**src/rtl/ysyx_24100029_gshare_idx.sv**
```systemverilog
// rtl/ysyx_24100029_gshare_idx.sv - gshare branch predictor table index generator with spec/arch history
module ysyx_24100029_gshare_idx #(
    parameter int ADDR_W   = 32,
    parameter int IDX_W    = 3,
    parameter int HIST_W   = 8,
    parameter int PC_SHIFT = 2,
    parameter int MODE     = 1
) (
    input  logic              clk,
    input  logic              rst_n,
    input  logic              req_valid,
    input  logic [ADDR_W-1:0] req_pc,
    output logic              req_ready,
    output logic              idx_valid,
    output logic [IDX_W-1:0]  idx,
    input  logic              idx_ready,
    input  logic              spec_valid,
    input  logic              spec_taken,
    input  logic              cmt_valid,
    input  logic              cmt_taken,
    input  logic              flush,
    output logic [HIST_W-1:0] ghr_spec,
    output logic [HIST_W-1:0] ghr_arch
);

    // Common width wide enough for both the shifted PC and the history,
    // so one fold routine serves both (extra zero bits do not change the XOR).
    localparam int FW = (ADDR_W > HIST_W) ? ADDR_W : HIST_W;

    // Bit i of x lands in output bit IDX_W-1-(i mod IDX_W); input bit 0 maps to the MSB.
    function automatic logic [IDX_W-1:0] fold(input logic [FW-1:0] x);
        logic [IDX_W-1:0] r;
        r = '0;
        for (int k = 0; k < IDX_W; k++) begin
            for (int i = 0; i < FW; i++) begin
                if ((i % IDX_W) == (IDX_W - 1 - k)) begin
                    r[k] = r[k] ^ x[i];
                end
            end
        end
        return r;
    endfunction

    logic [ADDR_W-1:0] pc_shifted;
    logic [FW-1:0]     pc_ext;
    logic [FW-1:0]     ghr_ext;
    logic [IDX_W-1:0]  idx_next;
    logic              accept;
    logic [HIST_W-1:0] ghr_arch_next;

    // Hash of the incoming PC, optionally mixed with the pre-update speculative history.
    always_comb begin
        pc_shifted = req_pc >> PC_SHIFT;
        pc_ext     = FW'(pc_shifted);
        ghr_ext    = FW'(ghr_spec);
        if (MODE == 0) begin
            idx_next = fold(pc_ext);
        end else begin
            idx_next = fold(pc_ext) ^ fold(ghr_ext);
        end
    end

    // Handshake: a new request is taken only when the output slot frees up and no flush is in flight.
    always_comb begin
        req_ready     = (!idx_valid || idx_ready) && !flush;
        accept        = req_valid && req_ready;
        ghr_arch_next = cmt_valid ? {ghr_arch[HIST_W-2:0], cmt_taken} : ghr_arch;
    end

    // Output index register: load on accept, drop on consume or flush.
    always_ff @(posedge clk) begin
        if (!rst_n) begin
            idx_valid <= 1'b0;
            idx       <= '0;
        end else if (flush) begin
            idx_valid <= 1'b0;
        end else if (accept) begin
            idx_valid <= 1'b1;
            idx       <= idx_next;
        end else if (idx_ready) begin
            idx_valid <= 1'b0;
        end
    end

    // History registers: arch follows retirement; spec follows predictions and restores from arch on flush.
    always_ff @(posedge clk) begin
        if (!rst_n) begin
            ghr_arch <= '0;
            ghr_spec <= '0;
        end else begin
            ghr_arch <= ghr_arch_next;
            if (flush) begin
                ghr_spec <= ghr_arch_next;
            end else if (spec_valid) begin
                ghr_spec <= {ghr_spec[HIST_W-2:0], spec_taken};
            end
        end
    end

endmodule
```
**config.mk**
```make
export PLATFORM = sky130hd
export DESIGN_NAME = ysyx_24100029_gshare_idx
export DESIGN_NICKNAME = d
export VERILOG_FILES = /design/src/rtl/ysyx_24100029_gshare_idx.sv
export SDC_FILE = /design/constraint.sdc
export NUM_CORES = 1
export LEC_CHECK = 0
export ABC_CLOCK_PERIOD_IN_PS = 1850
export CAP_MARGIN = 20
export CORE_ASPECT_RATIO = 0.6
export CORE_MARGIN = 2
export CORE_UTILIZATION = 38
export CTS_CLUSTER_SIZE = 14
export DETAILED_ROUTE_END_ITERATION = 10
export HOLD_SLACK_MARGIN = 0.12
export MAX_ROUTING_LAYER = met4
export PLACE_DENSITY = 0.79
export SETUP_SLACK_MARGIN = 0.2
export SLEW_MARGIN = 10
export SYNTH_ARGS = -nofsm -noshare
export SYNTH_HDL_FRONTEND = slang
export SYNTH_SLANG_ARGS = --single-unit
```
**constraint.sdc**
```tcl
create_clock -name clk -period 1.85 [get_ports clk]
set_clock_uncertainty 0.1 [all_clocks]
set_input_delay 0.2775 -clock clk [delete_from_list [all_inputs] [get_ports clk]]
set_output_delay 0.2775 -clock clk [all_outputs]
set_load 0.02 [all_outputs]
```
==> flow_summary.toml <==
[synth]
synthesis.area_per_instance_um2 = 10.5
synth.net_count = 147
ys.warnings.count = 0
synthCells = 106
post_synth_design_cell_area_um2 = 1110
postSynthRegisterBits = 20
synth-seq-area-share_pct = 36.0
synth.lib_cells_used.distinct = 18

[layout]
fillerInstances = 221
most_frequent_standard_cell_in_the_layout_excluding_fill_and_tap_cells = "sky130_fd_sc_hd__clkdlybuf4s50_1"
final_design_area_no_fill_um2 = 1860
finalNetCount = 211
layout_common_cells = "sky130_fd_sc_hd__clkdlybuf4s50_1 (45), sky130_fd_sc_hd__dfxtp_1 (20), sky130_fd_sc_hd__xnor2_1 (15)"
n_antenna_cell = 0
synthToLayoutAreaGrowth_pct = 67.2
post_route_cells_drive_above_1_share_pct = 8.28

[timing]
fin_crit_ns = 1.60
worst_slew_margin_rel_pct = 63.8
fin_crit_sh_pct = 86.3
fin_hold_viols = 0
fin_worst_hold_slack_ns = 0.373
slew_viol_final = 0
worst-slew-pin-transition_ns = 0.542
achievable_clock_frequency_mhz = 626
report.final.setup_viol = 0
unrepaired_setup_endpoints_after_global_routing = "no"

[routing]
drt-total-wl_um = 2910
dr.pass1.iters = 4
drt.antenna.violating_nets = 0
drtIter0Drc = 11
route.detailed.drc = 0
routed-via-count = 964
drt-vias-per-instance = 4.57
final_routed_wire_length_divided_by_cell_count_um = 13.8

[grt]
grt_pass1_wl_um = 4240
grt_max_degree = 15
grt_antenna_before_repair = 0
grt_overflow_total = 0
groute.usage.overall_pct = 17.6
first_global_vias = 930

[power]
pwr-share-seq_pct = 39.0
netSwitchingPower_mw = 0.301
power.density_nw_per_um2 = 642
fin_total_pwr_mw = 1.19
power.internal_mw = 0.892
pwr-share-clk_pct = 27.3
max-vdd-ir-drop_uv = 412
power.share.combinational_pct = 33.6
sw_frac_of_total_pct = 25.2
cellLeakagePower_nw = 0.859

[die]
die_area_um2 = 3390
rows = 15
core_um2 = 2830
die_height_um = 45.9
design.portCount = 62
start_util_pct = 39.2
die_width_um = 73.8

[cts]
ctsRootBufferMaster = "sky130_fd_sc_hd__clkbuf_8"
tritoncts = "built"
clkTransAtPathRegs_ns = 0.07
cts-buffers-inserted = 3
cts.path.max_buffers = 2
cts_max_level = 1
worst_skew_pair.late_latency_ns = 0.25
post_cts_hold_buffer_count = 0
cts.sink_count = 20

[setup_path]
crit_required_ns = 1.89
crit_path_start_kind = "input pin"
worst-path-max-fanout = 1
timing.critical_path.to_type = "flip-flop"
critical_path_class = "input pin to flip-flop"
cp_data_arrival_time_ns = 1.64

[hold_path]
min_path_type = "flip-flop to flip-flop"

[placement]
placed_area_um2 = 1770
gp_routability_congestion = 0.736
dpl.hpwl_um = 2360
io_buffer_count = 59

[run]
max_cap_violations = 0

[run_status]
run_status = "completed"
-- final timing paths --
kind	start	end	slack, ns	cells after the start
max reg2reg	ghr_spec[2]$_SDFFE_PN0P_	idx[0]$_SDFFE_PN0P_	0.32	4
min	idx[2]$_SDFFE_PN0P_	idx[2]$_SDFFE_PN0P_	0.37	2
min reg2reg	idx[2]$_SDFFE_PN0P_	idx[2]$_SDFFE_PN0P_	0.37	2
max	req_pc[3]	idx[1]$_SDFFE_PN0P_	0.25	5
-- flip-flops by register name, summed over array words and instances (netlist names) --
| signal | count |
|---|---|
| ghr_spec | 8 |
| idx_valid | 1 |
| idx | 3 |
| ghr_arch | 8 |
-- worst max-delay path: stages --
cell and delay, ns:
sky130_fd_sc_hd__clkdlybuf4s50_1 0.49, sky130_fd_sc_hd__xnor2_1 0.13, sky130_fd_sc_hd__xnor3_1 0.45, sky130_fd_sc_hd__xnor2_2 0.20, sky130_fd_sc_hd__o22ai_1 0.09
-- cell usage after synthesis, drive strengths merged --
library cell,number,area share (%)
a211oi,9,6.5
buf,1,0.45
clkbuf,3,1.0
dfxtp,20,36
inv,1,0.34
mux2i,12,11
nand2,7,2.4
nand2b,1,0.56
nor2,12,4.1
nor2b,5,2.8
nor3b,1,0.68
o21ai,4,1.8
o22ai,2,1.1
xnor2,20,16
xnor3,7,14
xor2,1,0.79
-- kinds of logic (layout without fill, tap and decap cells) --
kind of cell           Yosys count  in the layout  share of synthesized area (%)
XOR/XNOR                        28             28                           31.4
AND/OR/NAND/NOR                 26             26                           10.5
AO/OA/AOI/OAI                   15             15                           9.46
buffers and inverters            5             68                           1.80
multiplexers                    12             12                           10.8
flip-flops                      20             20                           36.0
-- power by group through the flow --
| stage | Sequential (mW) | Combinational [mW] | Clock, mW |
|---|---|---|---|
| after floorplan | 0.496 | 0.204 | 0 |
| after global placement | 0.474 | 0.380 | 0 |
| after detailed placement | 0.476 | 0.388 | 0 |
| after CTS | 0.466 | 0.386 | 0.332 |
| after global routing | 0.468 | 0.430 | 0.353 |
| final | 0.465 | 0.401 | 0.326 |
-- area by class of cell --
| cell class | count | area [µm²] | share of cell area [%] |
|---|---|---|---|
| Tap cell | 42 | 52.6 | 2.83 |
| Timing Repair Buffer | 63 | 626 | 33.7 |
| Clock buffer | 4 | 55.1 | 2.96 |
| Multi-Input combinational cell | 81 | 721 | 38.8 |
| Inverter | 1 | 3.75 | 0.202 |
| Sequential cell | 20 | 400 | 21.5 |
-- through the flow --
stage / util [%] / instances / setup slack [ns] / setup TNS, ns
after floorplan: - / 106 / 0.351 / 0
after global placement: 62.4 / 207 / -0.0228 / -0.0228
after detailed placement: 62.4 / 207 / -0.0491 / -0.0960
after CTS: 64.0 / 211 / 0.200 / 0
after global routing: 65.6 / 211 / 0.202 / 0
final: 65.6 / 211 / 0.253 / 0
-- timing repair --
item | CTS | global route
buffers inserted | 0 | 0
gates resized for setup | 8 | 10
pin swaps | 0 | 3
endpoints found under the setup margin | 8 | 5
hold endpoints to repair | 0 | 0
-- layer usage --
metal	global-route usage, %	vias to the layer above	wire length, µm
met5	-	-	0
met4	3.27	0	11
met3	4.65	2	163
met2	30.2	31	1470
met1	21.4	442	1270
li1	-	489	-
Power figures use the tool's default switching activity.
